File: config.mk
export PLATFORM = sky130hd
export DESIGN_NAME = spi_slave_word
export DESIGN_NICKNAME = d
export VERILOG_FILES = /design/src/rtl/spi_slave_word.sv
export SDC_FILE = /design/constraint.sdc
export NUM_CORES = 1
export LEC_CHECK = 0
export CAP_MARGIN = 25
export CORE_MARGIN = 4
export CORE_UTILIZATION = 50
export CTS_CLUSTER_SIZE = 20
export DETAILED_ROUTE_END_ITERATION = 12
export DONT_BUFFER_PORTS = 1
export PLACE_DENSITY = 0.73
export RECOVER_POWER = 100
export SLEW_MARGIN = 30
export SYNTH_ARGS = -nofsm -noshare
export SYNTH_HDL_FRONTEND = slang
export SYNTH_SLANG_ARGS = --single-unit
File: constraint.sdc
create_clock -name clk -period 4.35 [get_ports clk]
set_input_delay 0.435 -clock clk [delete_from_list [all_inputs] [get_ports clk]]
set_output_delay 0.435 -clock clk [all_outputs]
set_load 0.1 [all_outputs]
File: src/rtl/spi_slave_word.sv
// SPI slave with word-wide receive and transmit registers. Every bus input is
// resynchronised into clk, so sclk must run well below the clk rate.
module spi_slave_word #(
  parameter int WIDTH     = 8,
  parameter int SS_ACTIVE = 1,
  parameter int CPOL      = 0,
  parameter int CPHA      = 0,
  parameter int MSB_FIRST = 1
) (
  input  logic             clk,
  input  logic             rst,
  input  logic             sclk,
  input  logic             ss,
  input  logic             mosi,
  output logic             miso,
  output logic [WIDTH-1:0] rx_data,
  output logic             rx_valid,
  input  logic [WIDTH-1:0] tx_data,
  input  logic             tx_load,
  output logic             tx_ready,
  output logic             tx_underrun,
  output logic             frame_err,
  output logic             busy
);
  localparam int            CW   = $clog2(WIDTH);
  localparam logic          IDLE = (CPOL != 0);
  localparam logic          ACT  = (SS_ACTIVE != 0);
  localparam logic          PH1  = (CPHA != 0);
  localparam logic          MSBF = (MSB_FIRST != 0);
  localparam logic [CW-1:0] LAST = CW'(WIDTH - 1);

  logic [2:0]       sclk_sync;
  logic [1:0]       ss_sync;
  logic [1:0]       mosi_sync;
  logic             sel, sel_q;
  logic             lead, trail, sample_edge, drive_edge;
  logic             activate, deselect, load_ev, tx_accept;
  logic [CW-1:0]    bit_cnt;
  logic [WIDTH-2:0] rx_shift;
  logic [WIDTH-1:0] rx_next;
  logic [WIDTH-2:0] rx_keep;
  logic [WIDTH-1:0] tx_hold;
  logic [WIDTH-1:0] tx_shift;
  logic [WIDTH-1:0] tx_next;
  logic             tx_bit;

  always_ff @(posedge clk or posedge rst) begin
    if (rst) begin
      sclk_sync <= {3{IDLE}};
      ss_sync   <= {2{~ACT}};
      mosi_sync <= '0;
      sel_q     <= 1'b0;
    end else begin
      sclk_sync <= {sclk_sync[1:0], sclk};
      ss_sync   <= {ss_sync[0], ss};
      mosi_sync <= {mosi_sync[0], mosi};
      sel_q     <= sel;
    end
  end

  assign sel         = (ss_sync[1] == ACT);
  assign lead        = sel && (sclk_sync[2] == IDLE) && (sclk_sync[1] != IDLE);
  assign trail       = sel && (sclk_sync[2] != IDLE) && (sclk_sync[1] == IDLE);
  assign sample_edge = PH1 ? trail : lead;
  assign drive_edge  = PH1 ? lead : trail;
  assign activate    = sel && !sel_q;
  assign deselect    = !sel && sel_q;
  assign tx_accept   = tx_load && tx_ready;

  // A drive edge with the counter at zero opens a new word in both phases; in
  // phase 0 the first bit must already be on miso when ss goes active.
  assign load_ev = (drive_edge && (bit_cnt == '0)) || (!PH1 && activate);

  always_comb begin
    if (MSBF) begin
      rx_next = {rx_shift, mosi_sync[1]};
      rx_keep = rx_next[WIDTH-2:0];
      tx_next = {tx_shift[WIDTH-2:0], 1'b0};
      tx_bit  = tx_shift[WIDTH-1];
    end else begin
      rx_next = {mosi_sync[1], rx_shift};
      rx_keep = rx_next[WIDTH-1:1];
      tx_next = {1'b0, tx_shift[WIDTH-1:1]};
      tx_bit  = tx_shift[0];
    end
  end

  always_ff @(posedge clk or posedge rst) begin
    if (rst) begin
      rx_shift  <= '0;
      bit_cnt   <= '0;
      rx_data   <= '0;
      rx_valid  <= 1'b0;
      frame_err <= 1'b0;
    end else begin
      rx_valid  <= 1'b0;
      frame_err <= 1'b0;
      if (deselect) begin
        frame_err <= (bit_cnt != '0);
        bit_cnt   <= '0;
      end else if (sample_edge) begin
        rx_shift <= rx_keep;
        if (bit_cnt == LAST) begin
          rx_data  <= rx_next;
          rx_valid <= 1'b1;
          bit_cnt  <= '0;
        end else begin
          bit_cnt <= bit_cnt + CW'(1);
        end
      end
    end
  end

  // tx_ready doubles as the "holding register empty" flag.
  always_ff @(posedge clk or posedge rst) begin
    if (rst) begin
      tx_hold     <= '0;
      tx_ready    <= 1'b1;
      tx_shift    <= '0;
      tx_underrun <= 1'b0;
    end else begin
      tx_underrun <= 1'b0;
      if (load_ev) begin
        tx_shift    <= tx_ready ? '0 : tx_hold;
        tx_underrun <= tx_ready;
        tx_ready    <= !tx_accept;
        if (tx_accept) tx_hold <= tx_data;
      end else begin
        if (drive_edge) tx_shift <= tx_next;
        if (tx_accept) begin
          tx_hold  <= tx_data;
          tx_ready <= 1'b0;
        end
      end
    end
  end

  assign miso = sel && tx_bit;
  assign busy = sel;

endmodule

# ---- Word-level counts from Yosys, hierarchy flattened
# Cells that the tools add are included.
dict set report totals {
  input_bits 14
  out_inout_bits 14
  elab_cells 51
  reg_bits 46
}
dict set report op_classes {
  n_eq_ne 1
  n_reduce_logical 20
  n_mux 13
  n_addsub 1
  bitwise_logic 3
}
# cell count
set op_table {}
lappend op_table {{8-bit 2-to-1 mux} 3}
lappend op_table {{1-bit logical AND} 9}
lappend op_table {{3-bit 2-to-1 mux} 3}
lappend op_table {{1-bit 2-to-1 mux} 7}
lappend op_table {{2-bit nonzero test} 3}
lappend op_table {{3-bit by 1-bit adder with 3-bit output, second input constant} 1}
lappend op_table {{3-bit == test, second input constant} 1}
lappend op_table {{1-bit logical NOT} 3}
lappend op_table {{3-bit logical NOT} 1}
lappend op_table {{1-bit NOT} 3}
lappend op_table {{3-bit AND reduction} 1}
lappend op_table {{3-bit nonzero test} 1}
lappend op_table {{2-bit AND reduction} 1}
lappend op_table {{1-bit logical OR} 1}

# ---- Logic depth before layout (Yosys ltp)
# Gate-level depths: netlist of the first run.
dict set report depth {
  depth_word 5
  depth_mapped 7
}

# ---- Least setup slack after synthesis of the first run
# Ideal clock, no wire load.
dict set report synth_timing {
  path_type {reg2out}
  from {reg ss_sync[1]}
  to {out miso}
  arrival_time_ns 1.879
  path_stages_with_launch 2
  n_path_buf 0
  setup_slack_ns 2.036
  t_required_ns 3.915
  cell_sequence {dfrtp_1 -> and2_1}
}
dict set report synth_via {
  elab_chain_len 1
}
# item line
set synth_rtl {}
lappend synth_rtl {{from (decl)} 33} ;# logic [1:0] ss_sync;
lappend synth_rtl {{from (signal assigned)} 50} ;# ss_sync <= {2{~ACT}};
lappend synth_rtl {{from (signal assigned)} 55} ;# ss_sync <= {ss_sync[0], ss};
lappend synth_rtl {{1-bit logical AND} 138} ;# assign miso = sel && tx_bit;
lappend synth_rtl {{to (decl)} 15} ;# output logic miso,
# Every way passes these cells.

# ---- Worst setup path after layout of the first run
dict set report layout_timing {
  from {reg tx_ready}
  to {reg tx_hold[7]}
}
dict set report layout_via {
  elab_chain_len 1
}
# item line
set layout_rtl {}
lappend layout_rtl {{from (decl)} 20} ;# output logic tx_ready,
lappend layout_rtl {{from (signal assigned)} 126} ;# tx_ready <= !tx_accept;
lappend layout_rtl {{1-bit logical AND} 68} ;# assign tx_accept = tx_load && tx_ready;
lappend layout_rtl {{to (signal assigned)} 127} ;# if (tx_accept) tx_hold <= tx_data;
lappend layout_rtl {{to (signal assigned)} 131} ;# tx_hold <= tx_data;
lappend layout_rtl {{to (decl)} 42} ;# logic [WIDTH-1:0] tx_hold;
# Every way passes these cells.
# A chain may end at the register's enable or synchronous reset.

==> impl_metrics.ini, run 1 <==
[status]
run_status = finished with violations
violations = capacitance limit, slew limit

[pwr]
comb_power_share_pct = 14.7
p_sw_share_pct = 29.33
powerDensity_nw_per_um2 = 482.5
ir_drop_uv = 319.5
switchingPower_uw = 276.5
p_clk_share_pct = 26.0
p_leak_uw = 0.001011
power.share.sequential_pct = 59.4
p_int_uw = 666.0

[floorplan]
die-area_um2 = 4781
initial_utilization_pct = 53.90
die_width_um = 69.15
ios = 28
core_um2 = 3468
std_cell_rows = 21
die_h_um = 69.15

[hold_path]
hp-start = sclk
min_to = sclk_sync[0]
hold_class = input port to flop
holdPathStages = 0

[finish]
fillers = 312
final_nets = 173
antenna_cells = 0
final_cell_mix = dfrtp_1 (45), nand2_1 (36), mux2_1 (8), nor2b_1 (8), mux2_2 (8)
regArea_um2 = 1152
area_growth_syn_to_layout_pct = 4.484
final_common_cell = dfrtp_1
multi_input_area_um2 = 633.1
drive_above_1_share_pct = 12.18
stdcell_count = 202

[global_routing]
grt_pass1_vias = 1130
grt-ovfl-total = 0
grt_max_degree = 47
grt_antenna_before_repair = 0
grt_pass1_wl_um = 5547
grtUsageTotal_pct = 14.94

[clocking]
clkLatencyLatePin_ns = 0.30
cts_tree = yes
cts_sinks = 46
max-clock-path-buffers = 2
post_cts_resized = 0
cts_htree_levels = 2
path_clk_slew_ns = 0.08
cts_root_buffer = clkbuf_8
numCtsBuffers = 5
post_cts_buffers = 0
ctsHoldBuffers = 0

[synthesis]
synth_top_cells_by_area = dfrtp_1 (60%), nand2_1 (7.0%), mux2_4 (6.4%)
synth_area_per_cell_um2 = 12.30
synth.ff_latch_count = 46
synth.top_cell.area_share_pct = 60.24
yosysTopAreaCell = dfrtp_1
netlist_area_um2 = 1869
seq_area_frac_synth_pct = 61.65
syn_inst = 152
yosys_warnings = 0
synth.distinct_cells = 24
synth_nets = 169

[setup_path]
reg2reg_depth = 2
critPathCaptureType = flop
startpoint = tx_ready
startpoint_type = flop
reg2reg_from = tx_ready
r2r_slack_ns = 1.99
path_class = flop to flop
crit_path_max_fanout = 11
cp.required_ns = 4.53
critPathArrivalTime_ns = 2.55
regToRegEndpoint = tx_hold[7]

[placed_design]
post-place-ws_ns = 2.502
placed_cells = 195
port_buffers = 0
routabilityCongestion = 0.7203
place_hpwl_um = 2214

[drt]
antenna_left = 0
drc_errors = 0
drt_iter0_drc = 59
wl_per_cell_um = 15.43
vias = 1110
dr.pass1.iters = 4
vias_per_cell = 5.495
wl_um = 3117

[timing]
finalHoldViolCount = 0
finalCritPeriodShare_pct = 54.31
worst_slack_ns = 1.987
drv_slew = 47
timing.final.crit_period_ns = 2.363
fmax_mhz = 423.2
skew_ns = 0.004584
relSlewSlack_pct = -29.14
setup_tns_ns = 0
worst_slew_pin_slew_ns = 1.926
setup_viol = 0
rsz0062_at_grt = false

[job]
drv_cap = 1
==> worst max-delay path by stage <==
stage	slack, ns	cells after the start	end
after floorplan	2.04	1	miso
after global routing	1.88	2	tx_hold[1]
after detailed placement	2.50	2	tx_hold[7]
final	1.99	2	tx_hold[7]
after CTS	2.27	1	miso
after global placement	2.59	2	tx_hold[0]
==> worst max-delay path, cell delays in order, from the launching register on <==
cell,delay (ns)
dfstp_1,1.32
nand2_1,0.51
mux2_2,0.42
==> area by class of cell <==
type,count,share of cell area (%)
timing repair buffer,1,0.1922
inverter,7,1.409
clock inverter,2,0.5125
clock buffer,5,3.523
tap,46,2.947
multi-input combinational,95,32.42
sequential,46,59.00
==> state kept, by name, indices dropped and copies added (netlist names) <==
name	count
bit_cnt	3
frame_err	1
mosi_sync	2
rx_data	8
rx_shift	7
rx_valid	1
sclk_sync	3
sel_q	1
ss_sync	2
tx_hold	8
tx_ready	1
tx_shift	8
tx_underrun	1
==> routing by layer <==
metal  GRT usage (%)  wire, µm
met3           5.233       183
met5               0         0
met4           6.508        60
met1           18.95      1270
met2           23.09      1602
==> power by group through the flow <==
stage | logic [µW] | registers [µW] | clock network [µW]
5_1_grt | 158 | 570 | 272
3_3_place_gp | 134 | 563 | 0
2_1_floorplan | 122 | 555 | 0
3_5_place_dp | 142 | 569 | 0
4_1_cts | 142 | 561 | 252
6_report | 138 | 560 | 245
==> per-stage QoR <==
step	power (µW)	cell area, µm²	hold slack (ns)	utilization, %
after floorplan	677.5	1869	0.3312	-
after global routing	999.7	1953	0.1363	56.31
after global placement	696.9	1914	0.3324	55.19
final	942.5	1953	0.1587	56.31
after CTS	955.9	1993	0.1507	57.47
after detailed placement	710.6	1914	0.3365	55.19
==> cell families (layout without fill, tap and decap cells) <==
logic type / count (synthesis) / in the layout / synth area share (%)
fa+ha+maj: 3 / 3 / 2.008
buf+inv: 11 / 15 / 2.477
flops: 46 / 46 / 61.65
simple gates: 55 / 55 / 14.39
mux: 23 / 23 / 14.99
compound gates: 14 / 14 / 4.484
==> cell usage after synthesis <==
library cell,instances
nand2_4,1
o21ai_0,7
a32o_1,1
nor2b_1,8
o21ai_2,1
a21o_1,2
mux2_4,8
a21oi_1,3
buf_2,4
mux2_2,8
dfrtp_1,45
mux2i_1,7
nand2_2,1
dfstp_2,1
nor2_8,1
inv_1,7
nand3_1,2
ha_1,3
nand2_1,35
and2_1,2
and2b_1,1
nand3b_1,1
nor3_1,1
nor2_1,2
No activity file was read; power rests on OpenSTA's default activity.
==> run 2, diff against run 1 <==
clock period = 2.4 ns   (was 4.35 ns; I/O delays follow)
==> run 2 against run 1 <==
Net effect: non-clock buffer count is 6 higher; die area unchanged; cell count up 3.5%; critical path depth down 1; worst hold slack got worse by 0.059 ns; final area up 3.3%; the run now ends clean; routed wire length fell by 6.6%.
==> impl_metrics.ini, run 2 (same netlist as run 1, synthesis figures left out) <==
[setup_path]
path_class = flop to output port
slowest_stage = clkbuf_1
crit_chain = clkbuf_1
critPathArrivalTime_ns = 1.68
path_buf_inv = 1
slowest_delay_ns = 0.92
crit_path_max_fanout = 7
startpoint_type = flop
cp.required_ns = 2.16
critPathCaptureType = output port
r2r_slack_ns = 0.73
critPathTopFamily = buffers and inverters

[clocking]
cts_htree_levels = 2
post_cts_resized = 0
max-clock-path-buffers = 2
cts_root_buffer = clkbuf_8
clkLatencyLatePin_ns = 0.28
path_clk_slew_ns = 0.08
numCtsBuffers = 5
cts_tree = yes
post_cts_buffers = 0
cts_sinks = 46

[drt]
dr.pass1.iters = 4
antenna_left = 0
drt_iter0_drc = 61
vias_per_cell = 5.201
drc_errors = 0
wl_per_cell_um = 13.93
wl_um = 2912
vias = 1087

[finish]
final_cell_mix = dfrtp_1 (45), nand2_1 (36), mux2_1 (8), nor2b_1 (8), mux2_2 (8)
reg_top3 = rx_data: 8 flops, tx_hold: 8 flops, tx_shift: 8 flops
area_growth_syn_to_layout_pct = 7.965
antenna_cells = 0
drive_above_1_share_pct = 12.88
final_nets = 179
final_common_cell = dfrtp_1
post-route-util_pct = 58.19

[floorplan]
std_cell_rows = 21
initial_utilization_pct = 53.90
die_width_um = 69.15
die-area_um2 = 4781
core_um2 = 3468
die_h_um = 69.15
ios = 28

[pwr]
power.share.sequential_pct = 56.9
switchingPower_uw = 486.3
p_clk_share_pct = 26.7
ir_drop_uv = 416.4
p_sw_share_pct = 27.95
comb_power_share_pct = 16.4
p_leak_uw = 0.001047
powerDensity_nw_per_um2 = 862.0
p_int_uw = 1253

[timing]
drv_slew = 0
worst_slew_pin_slew_ns = 1.190
relSlewSlack_pct = 20.66
skew_ns = 0.005284
setup_tns_ns = 0
setup_viol = 0
finalCritPeriodShare_pct = 80.03
fmax_mhz = 520.6
finalHoldViolCount = 0
timing.final.crit_period_ns = 1.921
rsz0062_at_grt = false

[global_routing]
grt_max_degree = 47
grt_pass1_vias = 1147
grtUsageTotal_pct = 13.16
grt_antenna_before_repair = 0
grt_pass1_wl_um = 5050
grt-ovfl-total = 0

[status]
run_status = finished clean

[hold_path]
hold_class = input port to flop

[placed_design]
port_buffers = 0
routabilityCongestion = 0.7893
place_hpwl_um = 2050

[job]
drv_cap = 0
[run 2: final cells by class]
cell class / instances / area, µm²
clock buffer: 7 / 86.33
clock inverter: 1 / 5.005
fill: 281 / 1450
inverter: 7 / 27.53
multi-input combinational: 95 / 633.1
sequential: 46 / 1152
tap: 46 / 57.56
timing repair buffer: 7 / 56.30
[run 2: timing repair]
item                                    4_1_cts  5_1_grt
endpoints found under the setup margin        0        0
hold endpoints to repair                      3        1
hold buffers                                  3        1
[run 2: worst paths after layout]
path	start	endpoint	cells past startpoint
setup / recovery	ss_sync[1]	busy	1
hold / removal	tx_data[5]	tx_hold[5]	1
setup reg to reg	bit_cnt[0]	tx_shift[5]	6
hold reg to reg	sclk_sync[0]	sclk_sync[1]	0
max in group asynchronous	rst	ss_sync[0]	2
min in group asynchronous	rst	rx_data[7]	2
[run 2: per-layer routing]
metal  track usage (%)  vias up  wire length, µm
met3             4.070        2              124
met1             15.38      548             1234
li1                  -      519                -
met2             21.93       18             1530
met5                 0        -                0
met4             6.291        0               22
[run 2: power by group through the flow]
stage / clock (µW) / combinational [µW] / sequential [µW]
2_1_floorplan: 0 / 222 / 1010
3_3_place_gp: 0 / 269 / 1000
3_5_place_dp: 0 / 287 / 1010
4_1_cts: 482 / 291 / 992
5_1_grt: 516 / 321 / 1010
6_report: 464 / 285 / 990
[run 2: per-stage QoR]
step,hold WS [ns],setup WS [ns],area (µm²),std cells,power [µW]
floorplan,0.2714,0.2808,1869,152,1228
global placement,0.2715,0.8741,1929,197,1270
detailed placement,0.2715,0.7650,1929,197,1293
CTS,0.06047,0.7472,2051,208,1765
global route,0.09011,0.4180,2018,209,1843
finish,0.09972,0.4793,2018,209,1740
==> run 3, diff against run 2 <==
clock period = 1.89 ns   (was 2.4 ns; I/O delays follow)
==> run 3 against run 2 <==
Net effect: largest cell class unchanged; sequential power is 25% higher; die area unchanged; non-clock buffer count increased by 12; global-route usage up 0.98 points; highest routed layer unchanged; critical path depth stayed put; final area grew 3.2%; clock skew up 0.0042 ns; combinational power up 36%; worst hold slack worse by 0.057 ns.
==> impl_metrics.ini, run 3 (same netlist as run 1, synthesis figures left out) <==
[floorplan]
ios = 28
std_cell_rows = 21
die_width_um = 69.15
core_um2 = 3468
die_h_um = 69.15
die-area_um2 = 4781
initial_utilization_pct = 53.90

[clocking]
cts_root_buffer = clkbuf_8
cts_tree = yes
clkLatencyLatePin_ns = 0.29
cts_sinks = 46
max-clock-path-buffers = 2
numCtsBuffers = 5
cts_htree_levels = 2
post_cts_buffers = 0
path_clk_slew_ns = 0.08

[finish]
final_common_cell = dfrtp_1
area_growth_syn_to_layout_pct = 11.38
final_nets = 191
final_cell_mix = dfrtp_1 (45), nand2_1 (36), clkbuf_2 (13)
drive_above_1_share_pct = 19.43
antenna_cells = 0
post-route-util_pct = 60.03
reg_top3 = rx_data: 8 flops, tx_hold: 8 flops, tx_shift: 8 flops

[timing]
finalHoldViolCount = 0
finalCritPeriodShare_pct = 90.42
fmax_mhz = 585.2
setup_tns_ns = 0
worst_slew_pin_slew_ns = 1.057
relSlewSlack_pct = 29.46
rsz0062_at_grt = false
drv_slew = 0
skew_ns = 0.009473
setup_viol = 0
timing.final.crit_period_ns = 1.709

[global_routing]
grt_pass1_wl_um = 5382
grtUsageTotal_pct = 14.14
grt_antenna_before_repair = 0
grt_pass1_vias = 1225
grt_max_degree = 30
grt-ovfl-total = 0

[drt]
drt_iter0_drc = 39
wl_per_cell_um = 13.66
wl_um = 3019
vias = 1118
dr.pass1.iters = 4
vias_per_cell = 5.059
drc_errors = 0
antenna_left = 0

[setup_path]
slowest_delay_ns = 0.70
crit_chain = clkbuf_2
slowest_stage = dfstp_1
critPathTopFamily = flip-flops
crit_path_max_fanout = 11
critPathCaptureType = output port
cp.required_ns = 1.70
startpoint_type = flop
path_class = flop to output port
critPathArrivalTime_ns = 1.52
path_buf_inv = 1

[pwr]
powerDensity_nw_per_um2 = 1067
ir_drop_uv = 561.8
p_leak_uw = 0.001107
total_power_uw = 2222

[status]
run_status = finished clean

[job]
drv_cap = 0

[hold_path]
hold_class = input port to flop

[placed_design]
routabilityCongestion = 0.8140
port_buffers = 0
place_hpwl_um = 2208
## run 3: cell count changes in the layout (fill, tap and decap cells not counted), sizes merged
cell	before	now
buf	1	2
inv	6	7
clkbuf	9	20
clkinv	2	1
## run 3: repair_timing
action,CTS,global route
hold buffers,4,0
resized for setup,0,0
endpoints found under the hold margin,30,0
## run 3: final timing paths
path                       cells after the start  slack, ns      endpoint          from
min in group asynchronous                      2       0.60    bit_cnt[2]           rst
min                                            1       0.04    tx_hold[4]    tx_data[4]
min reg2reg                                    0       0.35  sclk_sync[1]  sclk_sync[0]
max reg2reg                                    6       0.18   tx_shift[1]    bit_cnt[0]
max                                            1       0.18      tx_ready      tx_ready
max in group asynchronous                      3       0.47  mosi_sync[0]           rst
## run 3: layout make-up
type	count	area, µm²
fillers	289	1386
clock buffers	7	86.33
clock inverters	1	5.005
repair buffers	19	120.1
inverters	7	26.28
multi-input cells	95	634.4
flip-flops and latches	46	1152
well taps	46	57.56
## run 3: per-layer routing
layer / routed length, µm / GRT usage, % / vias up / share of wire [%]
met4: 36 / 5.640 / 0 / 1.2
li1: - / - / 541 / -
met1: 1286 / 16.78 / 557 / 43
met3: 117 / 5.233 / 5 / 3.9
met5: 0 / 0 / - / 0
met2: 1580 / 23.20 / 15 / 52
## run 3: power by group
group	internal (µW)	switching, µW	total, µW	leakage (µW)
logic	158	231	388	0.000472
registers	1140	94.8	1240	0.000587
clock network	295	302	597	0.0000482
total	1590	627	2220	0.00111
## run 3: through the flow
step | area, µm² | hold WS [ns] | instances | worst slack, ns
after CTS | 2153 | 0.03187 | 221 | 0.1885
after detailed placement | 2022 | 0.1710 | 209 | 0.2399
after floorplan | 1872 | 0.2204 | 152 | 0.1748
final | 2082 | 0.04298 | 221 | 0.1811
after global placement | 2022 | 0.1594 | 209 | 0.3616
after global routing | 2082 | 0.02990 | 221 | 0.05531
